<file path="src/rtl/uart_tx_mmio.sv">
// uart_tx_mmio: memory-mapped 8N1 UART transmitter with TX FIFO, status and control registers
module uart_tx_mmio #(
  parameter logic [31:0] BASE_ADDR    = 32'h1000_0000,
  parameter int          CLKS_PER_BIT = 868,
  parameter int          FIFO_DEPTH   = 8
) (
  input  logic        clk,
  input  logic        rst,
  input  logic [31:0] dmem_addr,
  input  logic        dmem_op,
  input  logic [3:0]  dmem_mask,
  input  logic [31:0] dmem_wdata,
  output logic [31:0] dmem_rdata,
  output logic        hit,
  output logic        uart_tx
);
  localparam int AW = $clog2(FIFO_DEPTH);
  localparam int CW = AW + 1;
  localparam int TW = $clog2(CLKS_PER_BIT);
  typedef enum logic [1:0] {IDLE, START, DATA, STOP} state_t;
  state_t         r_state, w_nstate;
  logic [7:0]     r_mem [FIFO_DEPTH];
  logic [AW-1:0]  r_wp, r_rp;
  logic [CW-1:0]  r_cnt;
  logic           r_en, r_ovf, r_tx;
  logic [TW-1:0]  r_timer, w_timer;
  logic [2:0]     r_bit, w_bit;
  logic [7:0]     r_shift, w_shift;
  logic           w_wr, w_full, w_empty, w_push, w_pop, w_last, w_busy, w_tx;
  logic           w_unused;
  assign hit      = dmem_addr[31:4] == BASE_ADDR[31:4];
  assign w_wr     = hit && dmem_op && dmem_mask[0];
  assign w_full   = r_cnt == CW'(FIFO_DEPTH);
  assign w_empty  = r_cnt == '0;
  assign w_push   = w_wr && dmem_addr[3:2] == 2'd0 && !w_full;
  assign w_last   = r_timer == TW'(CLKS_PER_BIT - 1);
  assign w_busy   = r_state != IDLE;
  assign w_pop    = r_en && !w_empty && (r_state == IDLE || (r_state == STOP && w_last));
  assign uart_tx  = r_tx;
  assign w_unused = ^{dmem_addr[1:0], dmem_mask[3:1], dmem_wdata[31:8]};
  assign dmem_rdata = !hit                   ? '0 :
                      dmem_addr[3:2] == 2'd1 ? {19'd0, 5'(r_cnt), 4'd0, r_ovf, w_empty, w_full, w_busy} :
                      dmem_addr[3:2] == 2'd2 ? {31'd0, r_en} : '0;
  always_comb begin
    w_nstate = r_state;
    w_timer  = (r_state == IDLE || w_last) ? '0 : r_timer + TW'(1);
    w_bit    = r_bit;
    w_shift  = r_shift;
    if (w_pop) begin
      w_nstate = START;
      w_shift  = r_mem[r_rp];
    end else if (w_last) begin
      case (r_state)
        START: w_nstate = DATA;
        DATA: begin
          w_shift  = r_shift >> 1;
          w_bit    = r_bit + 3'd1;
          w_nstate = r_bit == 3'd7 ? STOP : DATA;
        end
        STOP:    w_nstate = IDLE;
        default: w_nstate = r_state;
      endcase
    end
    // line level is registered from the next state so it changes on the same edge as the FSM
    w_tx = w_nstate == START ? 1'b0 : w_nstate == DATA ? w_shift[0] : 1'b1;
  end
  always_ff @(posedge clk) begin
    if (!rst) begin
      r_state <= IDLE;
      r_timer <= '0;
      r_bit   <= '0;
      r_shift <= '0;
      r_tx    <= 1'b1;
    end else begin
      r_state <= w_nstate;
      r_timer <= w_timer;
      r_bit   <= w_bit;
      r_shift <= w_shift;
      r_tx    <= w_tx;
    end
  end
  always_ff @(posedge clk) begin
    if (!rst) begin
      r_wp  <= '0;
      r_rp  <= '0;
      r_cnt <= '0;
      r_en  <= 1'b1;
      r_ovf <= 1'b0;
    end else begin
      if (w_push) r_wp <= r_wp + AW'(1);
      if (w_pop) r_rp <= r_rp + AW'(1);
      r_cnt <= r_cnt + CW'(w_push) - CW'(w_pop);
      if (w_wr && dmem_addr[3:2] == 2'd2) begin
        r_en <= dmem_wdata[0];
        if (dmem_wdata[1]) r_ovf <= 1'b0;
      end else if (w_wr && dmem_addr[3:2] == 2'd0 && w_full) begin
        r_ovf <= 1'b1;
      end
    end
  end
  always_ff @(posedge clk) begin
    if (w_push) r_mem[r_wp] <= dmem_wdata[7:0];
  end
endmodule

</file>
<file path="config.mk">
export PLATFORM = sky130hd
export DESIGN_NAME = uart_tx_mmio
export DESIGN_NICKNAME = d
export VERILOG_FILES = /design/src/rtl/uart_tx_mmio.sv
export SDC_FILE = /design/constraint.sdc
export NUM_CORES = 1
export LEC_CHECK = 0
export ABC_CLOCK_PERIOD_IN_PS = 2650
export BUFFER_PORTS_ARGS = -buffer_cell sky130_fd_sc_hd__buf_2
export CAP_MARGIN = 20
export CORE_AREA = 2 2 110 112
export DETAILED_ROUTE_END_ITERATION = 6
export DIE_AREA = 0 0 112 114
export PLACE_DENSITY = 0.62
export SYNTH_ARGS = -nofsm -noshare
export SYNTH_HDL_FRONTEND = slang
export SYNTH_SLANG_ARGS = --single-unit
</file>
<file path="constraint.sdc">
create_clock -name clk -period 2.65 [get_ports clk]
set_clock_uncertainty 0.2 [all_clocks]
set_input_delay 0.265 -clock clk [delete_from_list [all_inputs] [get_ports clk]]
set_output_delay 0.265 -clock clk [all_outputs]
set_load 0.03 [all_outputs]
</file>
# Word level (Yosys, flattened, before mapping)

Memory sizes are Yosys's and may differ from the RTL's. A register that Yosys moved wholly into a read port is not among the register bits.
Cells that the tools add are included.

Input port bits: 71
Bits in registers: 36
RAM bits: 64
Logic and storage cells: 75
Memories: 1

Memories:

| name  | words | bits a word | read ports | clocked after memory_dff | wr ports | line | text |
|---|---|---|---|---|---|---|---|
| r_mem | 8     | 8           | 1          | 1                        | 1        | 22   | `logic [7:0] r_mem [FIFO_DEPTH];` |

Reduce and logical (&&, ||, !) cells: 24
Add/subtract/negate cells: 6
Multiplexer cells: 19
Equal/unequal tests: 12
Bitwise gates (word level): 2

Operators by type and width:

| cell                                                              | number |
|---|---|
| 28-bit by 25-bit == test with 1-bit output, second input constant | 1 |
| 12-bit 2-to-1 mux                                                 | 2 |
| 8-bit 2-to-1 mux                                                  | 3 |
| 10-bit by 1-bit adder with 10-bit output, second input constant   | 1 |
| 10-bit == test, second input constant                             | 1 |
| 3-bit by 1-bit adder with 3-bit output, second input constant     | 3 |
| 1-bit logical AND                                                 | 9 |
| 1-bit 2-to-1 mux                                                  | 9 |
| 2-bit == test, second input constant                              | 4 |
| 2-bit nonzero test                                                | 4 |
| 2-bit by 1-bit == test with 1-bit output, second input constant   | 3 |
| 3-bit 2-to-1 mux                                                  | 2 |
| 2-bit case mux with 3 select lines                                | 1 |
| 4-bit by 1-bit adder with 4-bit output                            | 1 |
| 4-bit == test, second input constant                              | 1 |
| 2-bit logical NOT                                                 | 2 |
| 4-bit logical NOT                                                 | 1 |
| 2-bit 2-to-1 mux                                                  | 2 |
| 2-bit AND reduction                                               | 2 |
| 4-bit by 1-bit subtractor with 4-bit output                       | 1 |
| 3-bit == test, second input constant                              | 1 |
| 3-bit AND reduction                                               | 1 |
| 1-bit logical NOT                                                 | 2 |
| 1-bit logical OR                                                  | 2 |
| other kinds (3)                                                   | 4 |

# Longest topological paths before layout

Gate-level depths: netlist of the first run.

Depth after elaboration: 8
Gate-level depth with buffers: 13

# Worst setup path before layout of the first run

Ideal clock, no wire load.

Path kind: input-to-reg
Start point: in dmem_addr[14]
End point: reg r_cnt[2]
Setup time: 128 ps
Slack: 24 ps
Stages: 12
Data required time: 2322 ps
Arrival: 2299 ps
Path through: nor4_1 nand4_1 nor4bb_1 buf_2 inv_1 ha_1 inv_1 ha_1 inv_1 fa_1 xor2_1 nor2_1

Cells in the longest elaborated chain, start to end: 7

Ends and longest elaborated chain:

| item                                        | line | text |
|---|---|---|
| start: declaration                          | 9    | `input logic [31:0] dmem_addr,` |
| 28-bit by 25-bit == test with 1-bit output  | 31   | `assign hit = dmem_addr[31:4] == BASE_ADDR[31:4];` |
| 1-bit logical AND (2 in a row)              | 32   | `assign w_wr = hit && dmem_op && dmem_mask[0];` |
| 1-bit logical AND (2 in a row)              | 35   | `assign w_push = w_wr && dmem_addr[3:2] == 2'd0 && !w_full;` |
| 4-bit by 1-bit adder with 4-bit output      | 92   | `r_cnt <= r_cnt + CW'(w_push) - CW'(w_pop);` |
| 4-bit by 1-bit subtractor with 4-bit output | 92   |  |
| end signal: assignment                      | 92   |  |
| end: declaration                            | 24   | `logic [CW-1:0] r_cnt;` |

No other way between the ends.
A chain may end at the register's enable or synchronous reset.

# Final worst setup path of the first run

Start point: reg r_cnt[2]
End point: reg r_cnt[1]

Cells in the longest elaborated chain, start to end: 5

Ends and longest elaborated chain:

| item                                                                               | line |
|---|---|
| 4-bit == test / 4-bit logical NOT (equally long branches)                          | 33, 34 |
| 1-bit logical NOT (on tied branches)                                               | 35, 38 |
| 1-bit logical AND (on tied branches)                                               | 35, 38 |
| 4-bit by 1-bit adder with 4-bit output / 1-bit logical AND (equally long branches) | 92, 38 |
| 4-bit by 1-bit subtractor with 4-bit output (*)                                    | 92 |

Every way passes the cells marked *; elsewhere a longest branch is shown, timed or not.

==> results of run 1 <==
-- timing repair --
| item | CTS | global route |
|---|---|---|
| endpoints found under the setup margin | 2 | 3 |
| setup buffers | 0 | 2 |
| hold buffers | 7 | 0 |
| pin swaps | 0 | 3 |
| resized for setup | 3 | 10 |
| endpoints found under the hold margin | 49 | 0 |
-- metal layers --
layer | up-vias | routed length (µm)
li1 | 1379 | -
met1 | 1385 | 3580
met2 | 98 | 4330
met3 | 12 | 608
met4 | 0 | 141
met5 | - | 0
-- cell families after synthesis --
| logic type | synth area share |
|---|---|
| multiplexers | 0.120 |
| AO/OA/AOI/OAI | 0.0396 |
| buffers and inverters | 0.0640 |
| adder cells (fa/ha/maj) | 0.0426 |
| XOR/XNOR | 0.0249 |
| flip-flops | 0.590 |
| other | 0.000819 |
| AND/OR/NAND/NOR | 0.118 |
-- synth_stat cells, types with 5 or more instances --
library cell,n
buf_4,24
xnor2_1,9
inv_1,12
mux2i_1,5
nand2_1,14
nor3_1,6
and3_1,7
a222oi_1,6
and2_1,7
mux4_2,6
mux2_2,9
ha_1,14
edfxtp_1,64
mux4_1,10
nand3_1,7
dfxtp_1,39
nor2_1,36
a21oi_1,8
nor4_1,7
-- how the worst max path moves through the flow --
stage,startpoint,to,slack [ps],cells after the start
floorplan,dmem_addr[14],r_cnt[2],20,12
CTS,r_cnt[2],r_cnt[2],40,13
global placement,dmem_addr[19],r_cnt[2],-220,13
global route,r_cnt[2],r_cnt[1],0.008,12
finish,r_cnt[2],r_cnt[1],140,12
detailed placement,dmem_addr[19],r_cnt[2],-260,13
-- worst register-to-register path, stage by stage, from the launching register on --
cell,delay [ps]
dfxtp_2,320
inv_1,70
ha_2,200
nand2_2,60
nor4bb_4,200
buf_4,160
inv_1,40
ha_1,290
inv_1,60
ha_2,170
inv_1,50
fa_2,510
nor2_1,40
-- final cells by class --
class | count | area, µm² | share of cell area
inverters | 13 | 48.8 | 0.00892
clock inverters | 6 | 52.6 | 0.00960
clock buffers | 9 | 225 | 0.0412
repair buffers | 87 | 543 | 0.0992
flip-flops and latches | 103 | 2710 | 0.495
well taps | 147 | 184 | 0.0336
multi-input cells | 210 | 1710 | 0.313
-- registers in the layout, indices dropped and copies added, names as in the netlist, named ones only --
| signal | flops |
|---|---|
| r_cnt | 4 |
| r_wp | 3 |
| r_shift | 8 |
| r_bit | 3 |
| r_mem | 64 |
| uart_tx | 1 |
| r_rp | 3 |
| r_ovf | 1 |
| r_timer | 10 |
| r_state | 2 |
| r_en | 1 |
-- per-stage QoR --
| stage | TNS (ps) | worst slack, ps | power, mW | std cells | utilization |
|---|---|---|---|---|---|
| detailed placement | -631 | -257 | 3.04 | 551 | 0.432 |
| global route | 0 | 0.00799 | 4.54 | 575 | 0.467 |
| floorplan | 0 | 23.6 | 2.75 | 358 | - |
| finish | 0 | 140 | 4.28 | 575 | 0.467 |
| CTS | 0 | 36.5 | 4.30 | 573 | 0.463 |
| global placement | -515 | -221 | 3.01 | 551 | 0.432 |
-- report_power, final --
group,internal (mW),switching (mW)
Combinational,0.553,0.605
Sequential,1.82,0.0628
Clock,0.646,0.596
==> flow_metrics.env, run 1 <==
export IMPL_cp_common_cell="inv_1"
export IMPL_ys_flop_type="edfxtp_1"
export IMPL_ys_types=48
export IMPL_die_y_um=114
export IMPL_dieArea_um2=12800
export IMPL_min_period_over_period=0.947
export IMPL_design_area_um2=5470
export IMPL_ys_warn_count=0
export IMPL_grt_pass1_wl_um=13800
export IMPL_drc_errors=0
export IMPL_final_hold_viol_count=0
export IMPL_placed_area_um2=5060
export IMPL_start_kind="flip-flop"
export IMPL_crit_required_ps=2670
export IMPL_hpwlAfterDp_um=5890
export IMPL_ff2ff_setup_slack_ps=140
export IMPL_grt_overflow_total=0
export IMPL_slowest_stage="fa_2"
export IMPL_synth_top_area_share=0.420
export IMPL_cts_num_sinks=103
export IMPL_initial_utilization=0.391
export IMPL_rows=40
export IMPL_hold_worst_slack_ps=39.9
export IMPL_hold_depth=1
export IMPL_maxSlewHeadroom=0.542
export IMPL_place_congestion=0.799
export IMPL_htree_levels=3
export IMPL_synth_seq_cells=103
export IMPL_grt_antenna_before_repair=0
export IMPL_leakagePower_nw=2.07
export IMPL_reg2reg_depth=12
export IMPL_area_delta_synth_final_pct=19.6
export IMPL_status="complete, no violations"
export IMPL_fin_crit_ps=2510
export IMPL_power_density_nw_per_um2=783
export IMPL_cpPeakStageDelay_ps=510
export IMPL_critical_path_arrival_ps=2530
export IMPL_critPathCaptureType="flip-flop"
export IMPL_wl_per_cell_um=15.1
export IMPL_grt_use_met3=0.0356
export IMPL_rsz0062_at_grt="false"
export IMPL_syn_area_um2=4580
export IMPL_synth_edff_count=64
export IMPL_drt_pass1_iter_count=4
export IMPL_tritoncts="built"
export IMPL_drv_slew=0
export IMPL_n_antenna_cell=0
export IMPL_grtUsageMet2=0.256
export IMPL_ys_seq_area_frac=0.590
export IMPL_grt_total_usage=0.142
export IMPL_ant_nets=0
export IMPL_path_buf_inv=5
export IMPL_reg2reg_from="r_cnt[2]"
export IMPL_final_layout_size_suffix_gt1_frac=0.297
export IMPL_clk_latency_ps=350
export IMPL_fillCellCount=1040
export IMPL_grt_start_max_net_pins=23
export IMPL_core_area_um2=11700
export IMPL_dr_first_iter_drc_count=69
export IMPL_totalWireLength_um=8660
export IMPL_cts_root_buffer="clkbuf_16"
export IMPL_hold_path_end="r_mem[1][0]"
export IMPL_cts_clk_slew_worst_paths_ps=80
export IMPL_yosys_top_cells_area="edfxtp_1 (42%), dfxtp_1 (17%), mux4_1 (5.7%)"
export IMPL_async_reset_ff_frac=0
export IMPL_avgSynthCellArea_um2=13.7
export IMPL_min_path_type="input pin to flip-flop"
export IMPL_vias_per_cell=5.00
export IMPL_grt_pass1_vias=2830
export IMPL_vias=2874
export IMPL_r2r_end="r_cnt[1]"
export IMPL_die_w_um=112
export IMPL_ir_worst_vdd_mv=0.502
export IMPL_cts_path_max_buffers=2
export IMPL_final_nets=510
export IMPL_top_usage_layer="met2"
export IMPL_cp_max_fo=3
export IMPL_layout_common_cells="edfxtp_1 (64), buf_2 (51), nor2_1 (36), dfxtp_1 (36), buf_4 (29)"
export IMPL_hold_path_startpoint="dmem_wdata[0]"
export IMPL_yosys_area_top_type="edfxtp_1"
export IMPL_critPathKind="flip-flop to flip-flop"
export IMPL_cts_buffers=9
export IMPL_final_common_cell="edfxtp_1"
export IMPL_cpLargestDelayFamily="adder cells"
export IMPL_netlist_instances=335
export IMPL_drv_cap=0
export IMPL_io_buffers=51
export IMPL_setup_violations_final=0
export IMPL_crit_chain="inv_1 > ha_2 > nand2_2 > nor4bb_4 > buf_4 > inv_1 > ha_1 > inv_1 > ha_2 > inv_1 > fa_2 > nor2_1"
export IMPL_worst_slew_pin_slew_ps=686
export IMPL_fmax_ghz=0.398
export IMPL_io_pins=105
export IMPL_grt_use_met1=0.163
(Power assumes the default switching activity.)
==> inputs of run 2 (changes only) <==
==> config.mk (replaced) <==
export PLATFORM = sky130hd
export DESIGN_NAME = uart_tx_mmio
export DESIGN_NICKNAME = d
export VERILOG_FILES = /design/src/rtl/uart_tx_mmio.sv
export SDC_FILE = /design/constraint.sdc
export NUM_CORES = 1
export LEC_CHECK = 0
export ABC_AREA = 1
export ABC_CLOCK_PERIOD_IN_PS = 2650
export BUFFER_PORTS_ARGS = -buffer_cell sky130_fd_sc_hd__buf_2
export CAP_MARGIN = 20
export CORE_AREA = 2 2 112 114
export DETAILED_ROUTE_END_ITERATION = 6
export DIE_AREA = 0 0 114 116
export PLACE_DENSITY = 0.61
export SYNTH_ARGS = -nofsm -noshare
export SYNTH_HDL_FRONTEND = slang
export SYNTH_SLANG_ARGS = --single-unit
==> flow_metrics.env, run 2 <==
export IMPL_dr_first_iter_drc_count=187
export IMPL_fin_crit_ps=2380
export IMPL_cp_max_fo=4
export IMPL_grt_pass1_vias=3370
export IMPL_ir_worst_vdd_mv=0.371
export IMPL_cts_num_sinks=103
export IMPL_status="complete, no violations"
export IMPL_synth_seq_cells=103
export IMPL_grt_pass1_wl_um=16100
export IMPL_synth_top_area_share=0.407
export IMPL_vias_per_cell=4.93
export IMPL_synth_most_common_cell="nor2_1"
export IMPL_async_reset_ff_frac=0
export IMPL_fillCellCount=1098
export IMPL_vias=3558
export IMPL_ys_seq_area_frac=0.572
export IMPL_min_period_over_period=0.900
export IMPL_power_mw=4.72
export IMPL_cts_path_max_buffers=2
export IMPL_drv_cap=0
export IMPL_power_density_nw_per_um2=855
export IMPL_grt_total_usage=0.158
export IMPL_dpl_cell_count=700
export IMPL_leakagePower_nw=2.28
export IMPL_largest_register_ffs=64
export IMPL_final_layout_size_suffix_gt1_frac=0.176
export IMPL_setup_slack_ps=266
export IMPL_hold_depth=1
export IMPL_grt_use_met1=0.203
export IMPL_drc_errors=0
export IMPL_critPathCaptureType="flip-flop"
export IMPL_ys_warn_count=0
export IMPL_dieArea_um2=13200
export IMPL_fin_cells=722
export IMPL_regMostFlops="r_mem"
export IMPL_place_congestion=0.774
export IMPL_rows=40
export IMPL_synth_edff_count=64
export IMPL_wl_per_cell_um=13.7
export IMPL_ys_types=39
export IMPL_reg2reg_depth=13
export IMPL_ant_nets=0
export IMPL_grt_overflow_total=0
export IMPL_area_delta_synth_final_pct=16.9
export IMPL_avgSynthCellArea_um2=9.44
export IMPL_core_area_um2=11900
export IMPL_syn_area_um2=4720
export IMPL_cts_root_buffer="clkbuf_16"
export IMPL_grtUsageMet2=0.271
export IMPL_critical_path_arrival_ps=2420
export IMPL_netlist_instances=500
export IMPL_cts_buffers=9
export IMPL_yosys_top_cells_area="edfxtp_1 (41%), dfxtp_1 (17%), nor2_1 (6.2%)"
export IMPL_start_kind="flip-flop"
export IMPL_hpwlAfterDp_um=6630
export IMPL_layout_common_cells="nor2_1 (78), nand2_1 (69), edfxtp_1 (64)"
export IMPL_clk_latency_ps=340
export IMPL_maxSlewHeadroom=0.642
export IMPL_totalWireLength_um=9900
export IMPL_pre_cts_ws_ps=167
export IMPL_crit_required_ps=2690
export IMPL_final_common_cell="nor2_1"
export IMPL_worst_slew_pin_slew_ps=536
export IMPL_io_pins=105
export IMPL_top_usage_layer="met2"
export IMPL_fmax_ghz=0.419
export IMPL_htree_levels=3
export IMPL_drt_pass1_iter_count=4
export IMPL_final_hold_viol_count=0
export IMPL_ys_flop_type="edfxtp_1"
export IMPL_critPathKind="flip-flop to flip-flop"
export IMPL_final_nets=656
export IMPL_reg_top3="r_mem x64, r_timer x10, r_shift x8"
export IMPL_fin_util=0.463
export IMPL_grt_use_met3=0.0329
export IMPL_n_antenna_cell=0
export IMPL_yosys_top_cells_count="nor2_1 (78), nand2_1 (69), edfxtp_1 (64)"
export IMPL_min_path_type="input pin to flip-flop"
export IMPL_setup_violations_final=0
export IMPL_io_buffers=51
export IMPL_tritoncts="built"
export IMPL_grt_start_max_net_pins=33
export IMPL_die_y_um=116
export IMPL_yosys_area_top_type="edfxtp_1"
export IMPL_die_w_um=114
export IMPL_cts_clk_slew_worst_paths_ps=70
export IMPL_grt_antenna_before_repair=0
export IMPL_initial_utilization=0.396
export IMPL_drv_slew=0
-- run 2: area by class of cell --
type                       count  area [µm²]  area share
inverter                      47         178      0.0322
multi-input combinational    336        1690       0.307
tap                          147         184      0.0333
sequential                   103        2710       0.490
clock inverter                 7         101      0.0184
clock buffer                   9         225      0.0408
timing repair buffer          73         433      0.0784
-- run 2: worst paths after layout --
check / startpoint / to / slack, ps
setup / recovery: r_state[0] / r_cnt[2] / 270
hold / removal: dmem_wdata[7] / r_mem[1][7] / 4
setup reg to reg: r_state[0] / r_cnt[2] / 270
hold reg to reg: r_bit[2] / r_bit[2] / 260
-- run 2: per-layer routing --
layer | routed length [µm] | up-vias
met1 | 4440 | 1654
li1 | - | 1785
met5 | 0 | -
met3 | 507 | 8
met2 | 4850 | 111
met4 | 97 | 0
-- run 2: cells by family after synthesis --
group                      share of synthesized area
DFF                                            0.572
other                                       0.000794
xor gates and xnor gates                     0.00557
AOI/OAI and AO/OA                             0.0978
buffers and inverters                         0.0890
adders and majority gates                     0.0413
and+or+nand+nor                                0.193
-- run 2: stage by stage --
step	setup TNS, ps	instance area, µm²	hold slack (ps)
2_1_floorplan	0	4810	164
3_3_place_gp	0	5120	234
3_5_place_dp	0	5120	245
4_1_cts	0	5500	8.19
5_1_grt	-4.44	5520	17.4
6_report	0	5520	4.08
-- run 2: timing repair --
action,CTS,global route
buffers inserted,0,1
hold buffers,5,0
endpoints found under the hold margin,40,0
resized for setup,0,5
setup endpoints to repair,0,2
-- run 2: critical path, stage by stage, from the launching register on --
cell      delay (ps)
dfxtp_2          350
inv_1             70
ha_1             240
inv_1            130
nand2_2           90
nand2_4           60
clkinv_1          80
ha_1             270
inv_1             50
ha_1             120
inv_1             50
fa_1             370
xor2_1           140
nor2_1            50
-- run 2: power by group --
part | total [mW] | internal (mW) | switching [mW] | leakage, nW
logic | 1.38 | 0.472 | 0.906 | 1.23
registers | 1.90 | 1.83 | 0.0726 | 0.894
clock network | 1.44 | 0.839 | 0.596 | 0.158
total | 4.72 | 3.14 | 1.57 | 2.28
==> inputs of run 3 (changes only) <==
==> config.mk (replaced) <==
export PLATFORM = sky130hd
export DESIGN_NAME = uart_tx_mmio
export DESIGN_NICKNAME = d
export VERILOG_FILES = /design/src/rtl/uart_tx_mmio.sv
export SDC_FILE = /design/constraint.sdc
export NUM_CORES = 1
export LEC_CHECK = 0
export ABC_AREA = 0
export ABC_CLOCK_PERIOD_IN_PS = 2300
export BUFFER_PORTS_ARGS = -buffer_cell sky130_fd_sc_hd__buf_2
export CAP_MARGIN = 20
export CORE_AREA = 2 2 110 112
export DETAILED_ROUTE_END_ITERATION = 6
export DIE_AREA = 0 0 112 114
export PLACE_DENSITY = 0.6
export SLEW_MARGIN = 20
export SYNTH_ARGS = -nofsm -noshare
export SYNTH_HDL_FRONTEND = slang
export SYNTH_SLANG_ARGS = --single-unit
==> constraint.sdc (replaced) <==
create_clock -name clk -period 2.3 [get_ports clk]
set_clock_uncertainty 0.2 [all_clocks]
set_input_delay 0.23 -clock clk [delete_from_list [all_inputs] [get_ports clk]]
set_output_delay 0.23 -clock clk [all_outputs]
set_load 0.03 [all_outputs]
==> flow_metrics.env, run 3 (synthesized netlist as in run 1, its figures left out) <==
export IMPL_worst_slew_pin_slew_ps=678
export IMPL_final_hold_viol_count=0
export IMPL_io_buffers=51
export IMPL_layout_common_cells="edfxtp_1 (64), buf_2 (48), buf_4 (47)"
export IMPL_place_congestion=0.801
export IMPL_largest_register_ffs=64
export IMPL_vias_per_cell=4.90
export IMPL_netSwitchingFraction=0.305
export IMPL_cp_endpoint="r_cnt[1]"
export IMPL_cts_root_buffer="clkbuf_16"
export IMPL_hpwlAfterDp_um=6100
export IMPL_fillCellCount=1036
export IMPL_placed_area_um2=5310
export IMPL_final_common_cell="edfxtp_1"
export IMPL_power_mw=5.32
export IMPL_internal_power_mw=3.70
export IMPL_design_area_um2=5870
export IMPL_setup_violations_final=3
export IMPL_reg2reg_depth=10
export IMPL_htree_levels=3
export IMPL_violations="setup timing"
export IMPL_regMostFlops="r_mem"
export IMPL_totalWireLength_um=8920
export IMPL_reg_top3="r_mem x64, r_timer x10, r_shift x8"
export IMPL_final_layout_size_suffix_gt1_frac=0.379
export IMPL_fin_crit_ps=2360
export IMPL_drc_errors=0
export IMPL_cp_max_fo=2
export IMPL_cts_clk_slew_worst_paths_ps=80
export IMPL_ir_worst_vdd_mv=0.462
export IMPL_leakagePower_nw=2.23
export IMPL_ant_nets=0
export IMPL_drv_cap=0
export IMPL_comb_power_share=0.302
export IMPL_clk_latency_ps=350
export IMPL_grt_total_usage=0.143
export IMPL_reg2reg_from="r_timer[4]"
export IMPL_critPathKind="flip-flop to flip-flop"
export IMPL_cts_num_sinks=103
export IMPL_grt_antenna_before_repair=0
export IMPL_wl_per_cell_um=15.0
export IMPL_cts_path_max_buffers=2
export IMPL_p_switching_mw=1.62
export IMPL_drv_slew=0
export IMPL_fmax_ghz=0.423
export IMPL_cts_buffers=9
export IMPL_initial_utilization=0.391
export IMPL_min_path_type="input pin to flip-flop"
export IMPL_drt_pass1_iter_count=4
export IMPL_setup_slack_ps=-62.4
export IMPL_status="complete, but fails checks"
export IMPL_critPathCaptureType="flip-flop"
export IMPL_vias=2913
export IMPL_power_density_nw_per_um2=906
export IMPL_pre_cts_ws_ps=-402
export IMPL_regArea_um2=2710
export IMPL_startpoint="r_timer[4]"
export IMPL_seqPwrFrac=0.409
export IMPL_maxSlewHeadroom=0.547
export IMPL_grt_pass1_vias=2818
export IMPL_r2r_end="r_cnt[1]"
export IMPL_grt_start_max_net_pins=23
export IMPL_grt_overflow_total=0
export IMPL_ff2ff_setup_slack_ps=-60
export IMPL_clock_power_share=0.289
export IMPL_crit_required_ps=2310
export IMPL_area_delta_synth_final_pct=28.2
export IMPL_dr_first_iter_drc_count=134
export IMPL_n_antenna_cell=0
export IMPL_start_kind="flip-flop"
export IMPL_core_area_um2=11700
export IMPL_rsz0062_at_grt="true"
export IMPL_critical_path_arrival_ps=2370
export IMPL_die_w_um=112
export IMPL_multi_input_area_um2=1890
export IMPL_dieArea_um2=12800
export IMPL_die_y_um=114
export IMPL_final_nets=529
export IMPL_io_pins=105
export IMPL_grt_pass1_wl_um=14200
export IMPL_min_period_over_period=1.03
export IMPL_tritoncts="built"
export IMPL_rows=40
[run 3: cell count changes in the layout (fill, tap and decap cells not counted), moves of 7 or more]
cell	previous run	this run
nand2_1	69	14
nor2_1	78	36
o21ai_0	43	1
inv_1	43	7
buf_4	17	47
nand3_1	32	6
a21oi_1	21	6
o22ai_1	12	1
mux4_1	0	10
mux2_2	0	9
xnor2_1	0	9
and2_1	0	7
[run 3: metal layers]
metal,vias to the layer above,part of all wire,GRT usage,wire [µm]
met2,79,0.50,0.255,4450
li1,1422,-,-,-
met5,-,0,0,0
met4,0,0.0057,0.0390,51
met1,1408,0.45,0.177,4020
met3,4,0.045,0.0324,398
[run 3: worst min path at each step]
stage          cells past startpoint          end  slack [ps]     startpoint
6_report                           1  r_mem[3][0]          20  dmem_wdata[0]
5_1_grt                            1  r_mem[3][0]          30  dmem_wdata[0]
4_1_cts                            1  r_mem[2][0]           2  dmem_wdata[0]
3_5_place_dp                       2   r_shift[7]         280     r_shift[7]
3_3_place_gp                       2   r_shift[7]         270     r_shift[7]
2_1_floorplan                      1         r_en          90            rst
[run 3: final cells by class]
| cell class | count | share of cell area |
|---|---|---|
| inverters | 13 | 0.00917 |
| well taps | 147 | 0.0313 |
| clock inverters | 7 | 0.0156 |
| multi-input cells | 210 | 0.321 |
| flip-flops and latches | 103 | 0.462 |
| clock buffers | 9 | 0.0384 |
| repair buffers | 106 | 0.122 |
[run 3: per-stage QoR]
step           std cells  utilization  TNS, ps  hold slack (ps)
2_1_floorplan        358            -     -516             91.9
3_3_place_gp         566        0.453    -6000              266
3_5_place_dp         566        0.453   -11980              277
4_1_cts              592        0.493     -140             1.61
5_1_grt              595        0.501     -402             27.8
6_report             595        0.501     -129             15.2
[run 3: power groups by stage]
| stage | combinational [mW] | clock, mW | sequential, mW |
|---|---|---|---|
| after floorplan | 1.05 | 0 | 2.22 |
| after detailed placement | 1.47 | 0 | 2.21 |
| after CTS | 1.57 | 1.58 | 2.17 |
| after global routing | 1.76 | 1.65 | 2.20 |
| final | 1.61 | 1.54 | 2.18 |
| after global placement | 1.44 | 0 | 2.21 |
[run 3: what timing repair did]
action,CTS,global route
endpoints found under the setup margin,43,80
hold buffers,7,0
hold endpoints to repair,51,0
pin swaps,4,7
resized for setup,13,17
buffers inserted,3,3
[run 3: worst max-delay path, cell delays in order, from the launching register on]
cell and delay (ps):
dfxtp_2 320, or3b_4 420, nor3_4 190, o21ai_4 90, inv_4 70, ha_4 190
inv_2 60, ha_4 120, inv_2 30, fa_2 510, nor2_1 40
